<file path="config.mk">
export PLATFORM = sky130hd
export DESIGN_NAME = pipe_hazard_ctrl
export DESIGN_NICKNAME = d
export VERILOG_FILES = /design/src/rtl/pipe_pkg.sv /design/src/rtl/md_busy_timer.sv /design/src/rtl/pipe_hazard_ctrl.sv
export SDC_FILE = /design/constraint.sdc
export NUM_CORES = 1
export LEC_CHECK = 0
export CORE_MARGIN = 5
export CORE_UTILIZATION = 49
export CTS_CLUSTER_DIAMETER = 100
export DETAILED_ROUTE_END_ITERATION = 16
export GPL_TIMING_DRIVEN = 0
export PLACE_DENSITY_LB_ADDON = 0.12
export SLEW_MARGIN = 20
export SYNTH_ARGS = -nofsm -noshare
export SYNTH_HDL_FRONTEND = slang
export SYNTH_SLANG_ARGS = --single-unit
</file>
<file path="constraint.sdc">
create_clock -name clk -period 7.2 [get_ports clk]
set_input_delay 1.8 -clock clk [delete_from_list [all_inputs] [get_ports clk]]
set_output_delay 1.8 -clock clk [all_outputs]
set_load 0.05 [all_outputs]
</file>
<file path="src/rtl/pipe_pkg.sv">
// Shared definitions for the pipeline hazard/sequencing controller and the
// consumers of its flush/bubble controls.
package pipe_pkg;

    // Mult/div occupancy FSM states
    typedef enum logic {
        IDLE = 1'b0,
        BUSY = 1'b1
    } md_state_t;

    // Architectural zero register: writes are discarded, so it never carries a dependency
    localparam logic [4:0]  REG_ZERO = 5'd0;

    // Instruction word loaded by IF/ID on flush and by ID/EX on bubble
    localparam logic [31:0] NOP      = 32'h0000_0000;

    // Width of the mult/div occupancy down-counter (covers MD_CYCLES up to 255)
    localparam int          MD_CNT_W = 8;

endpackage : pipe_pkg

</file>
<file path="src/rtl/md_busy_timer.sv">
// Mult/div occupancy timer: IDLE/BUSY FSM with a down-counter.
// A start pulse in cycle c holds busy high for cycles c+1 .. c+MD_CYCLES.
module md_busy_timer
    import pipe_pkg::*;
#(
    parameter int MD_CYCLES = 32
) (
    input  logic clk,
    input  logic rst,
    input  logic start,
    output logic busy
);

    md_state_t             r_state;
    logic [MD_CNT_W-1:0]   r_cnt;

    localparam logic [MD_CNT_W-1:0] LOAD_VAL = MD_CNT_W'(MD_CYCLES - 1);

    // FSM and counter: load on start, count down while BUSY, return to IDLE when the count reaches 0
    always_ff @(posedge clk or posedge rst) begin
        if (rst) begin
            r_state <= IDLE;
            r_cnt   <= '0;
        end else begin
            case (r_state)
                IDLE: begin
                    if (start) begin
                        r_state <= BUSY;
                        r_cnt   <= LOAD_VAL;
                    end
                end
                BUSY: begin
                    if (r_cnt == '0) begin
                        r_state <= IDLE;
                    end else begin
                        r_cnt <= r_cnt - 1'b1;
                    end
                end
                default: begin
                    r_state <= IDLE;
                    r_cnt   <= '0;
                end
            endcase
        end
    end

    assign busy = (r_state == BUSY);

endmodule : md_busy_timer

</file>
<file path="src/rtl/pipe_hazard_ctrl.sv">
// Hazard and sequencing controller for the 5-stage pipeline. Owns the PC and
// IF/ID write enables, the IF/ID flush and the ID/EX bubble insert, and
// launches/tracks the multi-cycle mult/div unit.
module pipe_hazard_ctrl
    import pipe_pkg::*;
#(
    parameter int MD_CYCLES = 32,
    parameter int CNT_W     = 16
) (
    input  logic             clk,
    input  logic             rst,
    input  logic [4:0]       id_rs,
    input  logic [4:0]       id_rt,
    input  logic             id_use_rs,
    input  logic             id_use_rt,
    input  logic [4:0]       ex_rd,
    input  logic             ex_memread,
    input  logic             id_muldiv,
    input  logic             id_hilo,
    input  logic             br_taken,
    output logic             pc_we,
    output logic             ifid_we,
    output logic             ifid_flush,
    output logic             idex_bubble,
    output logic             md_start,
    output logic             md_busy,
    output logic [CNT_W-1:0] stall_cnt
);

    logic             w_lu;
    logic             w_md_hz;
    logic             w_stall;
    logic             w_md_busy;
    logic [CNT_W-1:0] r_stall_cnt;

    // Increment that sticks at all-ones instead of wrapping
    function automatic logic [CNT_W-1:0] sat_inc(input logic [CNT_W-1:0] v);
        return (v == {CNT_W{1'b1}}) ? v : v + 1'b1;
    endfunction

    md_busy_timer #(
        .MD_CYCLES (MD_CYCLES)
    ) u_md_timer (
        .clk   (clk),
        .rst   (rst),
        .start (md_start),
        .busy  (w_md_busy)
    );

    // Hazard detection and stall/flush/bubble steering; stall takes priority over a taken branch
    always_comb begin
        w_lu = ex_memread && (ex_rd != REG_ZERO) &&
               ((id_use_rs && (id_rs == ex_rd)) || (id_use_rt && (id_rt == ex_rd)));
        w_md_hz = w_md_busy && (id_muldiv || id_hilo);
        w_stall = w_lu || w_md_hz;

        pc_we       = 1'b1;
        ifid_we     = 1'b1;
        ifid_flush  = 1'b0;
        idex_bubble = 1'b0;
        md_start    = 1'b0;

        if (w_stall) begin
            pc_we       = 1'b0;
            ifid_we     = 1'b0;
            idex_bubble = 1'b1;
        end else begin
            ifid_flush = br_taken;
            md_start   = id_muldiv;
        end
    end

    // Saturating count of cycles spent stalled
    always_ff @(posedge clk or posedge rst) begin
        if (rst) begin
            r_stall_cnt <= '0;
        end else if (w_stall) begin
            r_stall_cnt <= sat_inc(r_stall_cnt);
        end
    end

    assign md_busy   = w_md_busy;
    assign stall_cnt = r_stall_cnt;

endmodule : pipe_hazard_ctrl

</file>
==> results of run 1 <==
==> through the flow <==
| step | area [um2] | util (%) | power, W | hold slack, ns |
|---|---|---|---|---|
| finish | 1910 | 69.1 | 0.000625 | 0.498 |
| global route | 1910 | 69.1 | 0.000667 | 0.545 |
| CTS | 1910 | 69.1 | 0.000630 | 0.503 |
| detailed placement | 1880 | 68.1 | 0.000566 | 0.480 |
| global placement | 1880 | 68.1 | 0.000553 | 0.476 |
| floorplan | 1400 | - | 0.000458 | 0.474 |
==> area by class of cell <==
type / count / area [um2]
buffer: 3 / 22.5
fill: 236 / 851
clock buffer: 3 / 22.5
multi-input combinational: 109 / 733
timing repair buffer: 44 / 440
tap: 31 / 38.8
sequential: 25 / 626
clock inverter: 1 / 5.00
inverter: 5 / 18.8
==> path summary, 6_finish.rpt <==
check,startpoint,endpoint
max in group asynchronous,rst,stall_cnt[7]
max,ex_rd[1],ifid_flush
min reg2reg,stall_cnt[12],stall_cnt[12]
min in group asynchronous,rst,u_md_timer.r_cnt[0]
max reg2reg,u_md_timer.r_cnt[0],u_md_timer.r_cnt[0]
min,stall_cnt[12],stall_cnt[12]
==> report_power, final <==
part	internal (W)	switching, W	total [W]
Combinational	0.000133	0.000196	0.000329
Sequential	0.000184	0.0000498	0.000234
Clock	0.0000208	0.0000414	0.0000622
==> critical path, cell delays in order <==
cell and delay, ns:
clkdlybuf4s50_1 0.48, or4_1 0.56, o21a_1 0.23, a21oi_2 0.40
and2_1 0.19, clkdlybuf4s50_1 0.79
==> placed cells by master, fill, tap and decap left out, types with 2 or more instances in the layout <==
cell	count
a21oi_1	2
nand3_1	7
and4_1	2
clkdlybuf4s50_1	44
nand4_1	5
o21ai_0	4
nor3_1	9
nand2_1	16
and2_1	3
o21a_1	2
clkbuf_4	3
nand2b_1	3
o22ai_1	2
xor2_1	8
xnor2_1	17
inv_1	4
nor2_1	4
and3_1	3
dfrtp_1	25
nor4b_1	2
ha_1	3
nor3b_1	2
==> metal layers <==
metal	vias to the layer above	share of wire (%)	wire length (um)
met5	-	0	0
met4	0	0.90	29
met3	4	5.9	192
met2	39	47	1520
met1	585	46	1490
li1	594	-	-
==> flip-flops by register name (all words and copies together), names as in the netlist <==
signal and cells:
stall_cnt 16, u_md_timer.busy 1, u_md_timer.r_cnt 8
==> cells in the mapped netlist (2+ instances only) <==
master / count
and3_1: 3
xor2_1: 8
nor4b_1: 2
nor2_1: 4
xnor2_1: 17
nand2b_1: 3
a21oi_1: 2
o22ai_1: 2
inv_1: 4
nand3_1: 7
and4_1: 2
ha_1: 3
nor3_1: 9
nand4_1: 5
dfrtp_1: 25
o21a_1: 2
o21ai_0: 4
nor3b_1: 2
nand2_1: 16
and2_1: 3
==> cell families (layout without fill, tap and decap cells) <==
family | count (synthesis) | in the layout | share of synthesized area [%]
DFF | 25 | 25 | 44.7
adders and majority gates | 3 | 3 | 2.68
xor gates and xnor gates | 25 | 25 | 15.6
AOI/OAI and AO/OA | 20 | 20 | 9.83
muxes | 1 | 1 | 1.07
and+or+nand+nor | 60 | 60 | 23.1
buffers and inverters | 8 | 56 | 2.95
==> flow_summary_export.csv, run 1 <==
group,metric,value,unit
clock_tree,clk-insertion-delay-late,0.31,ns
worst_setup_path,r2r_cells,7,
routing,vias,1222,
clock_tree,ctsHoldBuffers,0,
grt,grt_max_degree,26,
clock_tree,cts_tree,"yes",
worst_setup_path,worstSetupEndpointType,"output port",
logic_synthesis,synth_area_per_cell,9.86,um2
logic_synthesis,post-synth-top-area-cell,"dfrtp_1",
sta,setup_viol,0,
logic_synthesis,ys_ff_latch,25,
clock_tree,path_clk_slew,0.13,ns
sta,slew_viol_final,0,
clock_tree,clockRootBuffer,"clkbuf_4",
cells_and_area,final_cells,221,
cells_and_area,drive_gt1_share,6.32,%
grt,grt_use_met2,27.2,%
grt,grt.overflow.total,0,
place,place_congestion,0.831,
worst_setup_path,r2r_setup_slack,5.29,ns
routing,ant_nets,0,
grt,grt_usage,16.9,%
grt,grtUsageMet1,22.1,%
grt,antenna_found_initial,0,
hold_path,min_path_type,"flip-flop to flip-flop",
power,ir_worst_vdd,0.000275,V
cells_and_area,finalNetCount,217,
run,drv_cap,0,
logic_synthesis,async_reset_ff_share,100,%
worst_setup_path,cp-start-kind,"input port",
grt,busiest_layer,"met2",
sta,finalSetupTns,0,ns
sta,rsz0062_at_grt,"false",
logic_synthesis,synth_area,1400,um2
floorplan,die_width,63.5,um
sta,max_freq,0.160,GHz
floorplan,dieArea,4030,um2
clock_tree,cts_htree_levels,1,
clock_tree,clockBufferDepth,2,
logic_synthesis,synth_seq_area_share,44.7,%
sta,hold_viol,0,
routing,drt_wl_total,3.24,mm
worst_setup_path,crit_fanout,11,
power,p_leak,0.816,nW
routing,wl_per_cell,14.6,um
power,powerDensity,328,nW/um2
worst_setup_path,crit_required,5.40,ns
floorplan,rows,19,
place,pre_cts_slack,0.938,ns
routing,drtIter0Drc,30,
floorplan,core_area,2760,um2
logic_synthesis,yosysTopAreaCellShare,44.7,%
sta,post-route-min-period,6.27,ns
sta,slew_headroom,38.4,%
logic_synthesis,synthTopCellsByArea,"dfrtp_1, xnor2_1, xor2_1, nand2_1, nor3_1",
clock_tree,post_cts_buffers,0,
worst_setup_path,cp.arrival,4.47,ns
clock_tree,numCtsBuffers,3,
sta,setup_slack,0.935,ns
grt,grt_pass1_wl,5.63,mm
sta,fin_crit_sh,87.0,%
outcome,outcome,"finished clean",
logic_synthesis,ys.flop_type,"dfrtp_1",
grt,gr-usage-met3,4.44,%
grt,grt_pass1_vias,1227,
logic_synthesis,yosysWarnings,0,
routing,drcViolationCount,0,
routing,via_per_inst,5.53,
floorplan,start_util,50.8,%
place,dpl.cell_count,217,
logic_synthesis,synth_cells,142,
sta,skew,0.00235,ns
hold_path,worstHoldPathCells,1,
floorplan,chipHeight,63.5,um
routing,firstDrtPassIters,4,
sta,worstMarginPinSlew,0.922,ns
logic_synthesis,ys_types,39,
logic_synthesis,synth_edf_count,0,
floorplan,pin_count,45,
place,hpwl,2.52,mm
cells_and_area,area_growth,36.2,%
clock_tree,clock-sinks,25,
cells_and_area,num_antenna_cells,0,
worst_setup_path,path_class,"input port to output port",
logic_synthesis,syn-num-nets,168,
place,port_buffers,44,
clock_tree,ctsResizeCount,0,
Note: power is estimated with default switching activity, not from simulation.
==> run 2: changes to the inputs <==
--- a/config.mk
+++ b/config.mk
@@ -9,9 +9,8 @@
 export CORE_UTILIZATION = 49
 export CTS_CLUSTER_DIAMETER = 100
 export DETAILED_ROUTE_END_ITERATION = 16
-export GPL_TIMING_DRIVEN = 0
+export GPL_TIMING_DRIVEN = 1
 export PLACE_DENSITY_LB_ADDON = 0.12
-export SLEW_MARGIN = 20
 export SYNTH_ARGS = -nofsm -noshare
 export SYNTH_HDL_FRONTEND = slang
 export SYNTH_SLANG_ARGS = --single-unit
==> run 2 against run 1 <==
Count of clock-buffer cells in the layout rose by 1. Die area did not move. Worst hold slack improved by 0.0084 ns. Worst setup slack improved by 0.036 ns. Design area fell by 1.2%. Sequential cell count did not move. Cell count fell by 1.4%. Global-route usage rose by 0.17 points. Clock skew rose by 0.0048 ns. Sequential share of layout area rose by 0.41 points. Critical path depth did not move. Wire length rose by 0.15%.
==> flow_summary_export.csv, run 2 (synthesis gave the netlist of run 1 again) <==
group,metric,value,unit
outcome,outcome,"finished clean",
clock_tree,clockBufferDepth,2,
sta,max_freq,0.161,GHz
grt,grt_pass1_wl,5.64,mm
cells_and_area,layout_commonest_cell,"clkdlybuf4s50_1",
routing,drcViolationCount,0,
power,combPwrFrac,51.4,%
worst_setup_path,r2r_cells,7,
worst_setup_path,critPathSlowestCell,"clkdlybuf4s50_1",
place,dpl.cell_count,214,
cells_and_area,num_antenna_cells,0,
sta,rsz0062_at_grt,"false",
power,netSwitchingFraction,46.4,%
place,place_area,1860,um2
floorplan,die_width,63.5,um
clock_tree,clockRootBuffer,"clkbuf_4",
power,power,0.000621,W
grt,grt_max_degree,26,
worst_setup_path,path_class,"input port to output port",
cells_and_area,drive_gt1_share,4.81,%
grt,grt_usage,17.1,%
place,port_buffers,44,
run,drv_cap,0,
hold_path,worstHoldPathCells,1,
clock_tree,clk-insertion-delay-late,0.32,ns
cells_and_area,area_growth,34.5,%
cells_and_area,mostFrequentLayoutCells,"clkdlybuf4s50_1, dfrtp_1, xnor2_1",
grt,grt.overflow.total,0,
sta,setup_slack,0.971,ns
hold_path,hold_end,"stall_cnt[12]",
worst_setup_path,reg2reg_to,"u_md_timer.r_cnt[7]",
floorplan,start_util,50.8,%
grt,antenna_found_initial,0,
worst_setup_path,crit_required,5.40,ns
routing,vias,1238,
clock_tree,ctsResizeCount,0,
sta,hold_viol,0,
floorplan,pin_count,45,
sta,slew_viol_final,0,
floorplan,rows,19,
worst_setup_path,crit_fanout,11,
clock_tree,numCtsBuffers,3,
routing,drtIter0Drc,50,
power,sequentialPowerShare,38.3,%
power,p_leak,0.801,nW
routing,via_per_inst,5.68,
worst_setup_path,cp.arrival,4.43,ns
sta,skew,0.00711,ns
power,netSwitchingPower,0.000288,W
sta,slew_headroom,37.1,%
routing,drt_wl_total,3.24,mm
cells_and_area,nFillCells,251,
routing,ant_nets,0,
floorplan,core_area,2760,um2
clock_tree,path_clk_slew,0.13,ns
power,p_int,0.000333,W
sta,worstMarginPinSlew,0.943,ns
routing,firstDrtPassIters,4,
place,pre_cts_slack,0.961,ns
hold_path,hold_start,"stall_cnt[12]",
power,powerDensity,330,nW/um2
sta,setup_viol,0,
floorplan,dieArea,4030,um2
hold_path,min_path_type,"flip-flop to flip-flop",
clock_tree,clock-sinks,25,
cells_and_area,fin_area,1880,um2
clock_tree,cts_tree,"yes",
worst_setup_path,crit_top_cell,"clkdlybuf4s50_1",
power,clock_power_share,10.3,%
routing,wl_per_cell,14.9,um
clock_tree,post_cts_buffers,0,
sta,finalSetupTns,0,ns
grt,grt_pass1_vias,1276,
worst_setup_path,worstSetupEndpointType,"output port",
clock_tree,ctsHoldBuffers,0,
place,hpwl,2.50,mm
clock_tree,cts_htree_levels,1,
worst_setup_path,crit_chain,"clkdlybuf4s50_1, or4_1, o21a_1, a21oi_2, and2_1, clkdlybuf4s50_1",
worst_setup_path,r2r-start,"u_md_timer.r_cnt[0]",
worst_setup_path,r2r_setup_slack,5.21,ns
sta,post-route-min-period,6.23,ns
cells_and_area,finalNetCount,214,
worst_setup_path,slowest_delay,0.81,ns
floorplan,chipHeight,63.5,um
cells_and_area,final_cells,218,
worst_setup_path,cp-start-kind,"input port",
cells_and_area,largest_reg_flops,16,
sta,fin_crit_sh,86.5,%
power,ir_worst_vdd,0.000312,V
place,place_congestion,0.902,
-- run 2: metrics by stage --
step	hold WS, ns	utilization [%]
2_1_floorplan	0.474	-
4_1_cts	0.509	68.3
3_3_place_gp	0.477	67.3
3_5_place_dp	0.487	67.3
6_report	0.507	68.3
5_1_grt	0.530	68.3
-- run 2: final cells by class --
cell class,instances,area [um2],area share [%]
Multi-Input combinational cell,109,733,38.9
Sequential cell,25,626,33.2
Timing Repair Buffer,44,440,23.4
Tap cell,31,38.8,2.06
Clock buffer,4,26.3,1.40
Inverter,5,18.8,0.997
-- run 2: power by group through the flow --
stage | Clock, W | Combinational, W | Sequential, W
final | 0.0000640 | 0.000319 | 0.000238
after global routing | 0.0000723 | 0.000344 | 0.000246
after CTS | 0.0000661 | 0.000322 | 0.000237
after detailed placement | 0 | 0.000320 | 0.000240
after global placement | 0 | 0.000312 | 0.000236
after floorplan | 0 | 0.000158 | 0.000300
-- run 2: how the worst max path moves through the flow --
stage | from | endpoint | slack (ns) | depth (start not counted)
global route | ex_rd[1] | ifid_flush | 0.85 | 6
CTS | ex_rd[1] | ifid_flush | 0.95 | 6
global placement | ex_rd[1] | ifid_flush | 1.02 | 6
detailed placement | ex_rd[1] | ifid_flush | 0.96 | 6
finish | ex_rd[1] | ifid_flush | 0.97 | 6
floorplan | ex_rd[1] | ifid_flush | 1.65 | 4
-- run 2: critical path, delay by kind of cell --
family                 cells  cell delay (ns)
AOI/OAI and AO/OA          2             0.60
and+or+nand+nor            2             0.74
buffers and inverters      2             1.28
-- run 2: metal layers --
layer | wire length (um) | vias up | track usage [%] | part of all wire [%]
met1 | 1460 | 584 | 22.2 | 45
met3 | 226 | 7 | 4.09 | 7.0
li1 | - | 590 | - | -
met2 | 1520 | 57 | 27.8 | 47
met5 | 0 | - | 0 | 0
met4 | 36 | 0 | 5.45 | 1.1
==> run 3: changes to the inputs <==
--- a/config.mk
+++ b/config.mk
@@ -6,11 +6,12 @@
 export NUM_CORES = 1
 export LEC_CHECK = 0
 export CORE_MARGIN = 5
-export CORE_UTILIZATION = 49
+export CORE_UTILIZATION = 30
 export CTS_CLUSTER_DIAMETER = 100
 export DETAILED_ROUTE_END_ITERATION = 16
 export GPL_TIMING_DRIVEN = 1
 export PLACE_DENSITY_LB_ADDON = 0.12
+export SLEW_MARGIN = 5
 export SYNTH_ARGS = -nofsm -noshare
 export SYNTH_HDL_FRONTEND = slang
 export SYNTH_SLANG_ARGS = --single-unit
==> run 3 against run 2 <==
Worst hold slack got worse by 0.016 ns. Sequential power is essentially flat. Clock power grew 37%. Register-to-register slack worse by 0.06 ns. Core utilization fell by 25 points. Critical path depth did not move. Die area is 52% higher. Fmax is 0.21% higher. Design area up 2.6%. First-iteration DRC count is 20% lower. Largest cell class unchanged.
==> flow_summary_export.csv, run 3 (synthesis gave the netlist of run 1 again) <==
group,metric,value,unit
outcome,outcome,"finished clean",
worst_setup_path,critPathSlowestCell,"clkdlybuf4s50_1",
floorplan,dieArea,6130,um2
cells_and_area,drive_gt1_share,5.35,%
sta,post-route-min-period,6.22,ns
worst_setup_path,crit_fanout,11,
clock_tree,cts_htree_levels,1,
cells_and_area,layout_commonest_cell,"clkdlybuf4s50_1",
cells_and_area,mostFrequentLayoutCells,"clkdlybuf4s50_1, dfrtp_1, xnor2_1",
floorplan,start_util,31.5,%
routing,drcViolationCount,0,
run,drv_cap,0,
power,power,0.000646,W
place,port_buffers,44,
clock_tree,clock-sinks,25,
sta,holdWs,0.491,ns
routing,drtIter0Drc,40,
clock_tree,numCtsBuffers,3,
hold_path,hold_start,"stall_cnt[15]",
sta,hold_viol,0,
worst_setup_path,crit_required,5.40,ns
worst_setup_path,cp.arrival,4.42,ns
sta,max_freq,0.161,GHz
clock_tree,cts_tree,"yes",
sta,finalSetupTns,0,ns
grt,antenna_found_initial,0,
worst_setup_path,r2r-start,"u_md_timer.r_cnt[0]",
routing,route.met2.wl,1.79,mm
floorplan,rows,24,
cells_and_area,finalNetCount,214,
sta,rsz0062_at_grt,"false",
floorplan,pin_count,45,
worst_setup_path,cp-start-kind,"input port",
floorplan,chipHeight,78.3,um
clock_tree,clockBufferDepth,2,
worst_setup_path,worstSetupStartpoint,"ex_rd[1]",
routing,vias,1181,
clock_tree,path_clk_slew,0.09,ns
sta,worstMarginPinSlew,0.998,ns
routing,ant_nets,0,
routing,via_per_inst,4.94,
hold_path,min_path_type,"flip-flop to flip-flop",
sta,skew,0.00889,ns
worst_setup_path,worstSetupEndpointType,"output port",
place,hpwl,2.66,mm
grt,grt_pass1_vias,1267,
cells_and_area,area_growth,38.0,%
routing,top_layer,"met4",
worst_setup_path,crit_top_cell,"clkdlybuf4s50_1",
routing,firstDrtPassIters,4,
clock_tree,post_cts_buffers,0,
sta,fin_crit_sh,86.3,%
sta,slew_headroom,33.4,%
worst_setup_path,crit_chain,"clkdlybuf4s50_1, or4_1, o21a_1, a21oi_2, and2_1, clkdlybuf4s50_1",
grt,grt_pass1_wl,5.98,mm
worst_setup_path,crit_path_end,"ifid_flush",
grt,grt.overflow.total,0,
routing,wl_met3,140,um
routing,met1_length,1.49,mm
clock_tree,ctsHoldBuffers,0,
grt,grt_max_degree,26,
floorplan,die_width,78.3,um
worst_setup_path,r2r_setup_slack,5.15,ns
power,powerDensity,334,nW/um2
worst_setup_path,path_class,"input port to output port",
clock_tree,clockRootBuffer,"clkbuf_8",
sta,setup_viol,0,
place,place_congestion,0.794,
routing,wl_per_cell,14.4,um
clock_tree,ctsResizeCount,0,
floorplan,core_area,4440,um2
power,p_leak,0.807,nW
worst_setup_path,reg2reg_to,"u_md_timer.r_cnt[7]",
power,ir_worst_vdd,0.000142,V
worst_setup_path,slowest_delay,0.80,ns
sta,slew_viol_final,0,
grt,grt_usage,11.9,%
clock_tree,clk-insertion-delay-late,0.27,ns
cells_and_area,largest_reg_flops,16,
routing,drt_wl_total,3.44,mm
worst_setup_path,r2r_cells,7,
cells_and_area,num_antenna_cells,0,
-- run 3: cell count changes in the layout (fill, tap and decap cells not counted) --
cell        before  now
clkbuf_1         1    0
clkbuf_8         0    3
clkinvlp_4       0    1
clkbuf_4         3    0
-- run 3: worst min-delay path by stage --
stage	endpoint	slack (ns)	depth (start not counted)
final	stall_cnt[15]	0.49	1
after global routing	stall_cnt[12]	0.52	1
after CTS	stall_cnt[15]	0.49	1
after detailed placement	stall_cnt[15]	0.48	1
after global placement	stall_cnt[12]	0.47	1
after floorplan	u_md_timer.r_cnt[7]	0.47	1
-- run 3: where the power goes --
group / switching (W) / total (W) / internal [W]
Sequential: 0.0000542 / 0.000239 / 0.000184
Combinational: 0.000193 / 0.000320 / 0.000127
Clock: 0.0000483 / 0.0000875 / 0.0000392
-- run 3: per-stage QoR --
stage | cells | instance area, um2 | setup slack, ns | utilization, %
global route | 239 | 1930 | 0.876 | 43.5
floorplan | 142 | 1400 | 1.65 | -
global placement | 235 | 1880 | 1.00 | 42.4
detailed placement | 235 | 1880 | 0.966 | 42.4
CTS | 239 | 1930 | 0.967 | 43.5
finish | 239 | 1930 | 0.984 | 43.5
-- run 3: worst max-delay path, delay by kind of cell --
kind	cells	cell delay (ns)
AO/OA/AOI/OAI	2	0.62
buffers and inverters	2	1.27
AND/OR/NAND/NOR	2	0.73
-- run 3: cell type report --
cell class | instances | area [um2]
Fill cell | 421 | 2510
Multi-Input combinational cell | 109 | 733
Sequential cell | 25 | 626
Timing Repair Buffer | 44 | 440
Tap cell | 52 | 65.1
Clock buffer | 3 | 41.3
Inverter | 5 | 18.8
Clock inverter | 1 | 7.51
-- run 3: metal layers --
| layer | track usage (%) | vias up |
|---|---|---|
| met5 | 0 | - |
| met4 | 2.10 | 0 |
| met3 | 2.86 | 2 |
| met2 | 21.2 | 17 |
| met1 | 14.8 | 574 |
| li1 | - | 588 |
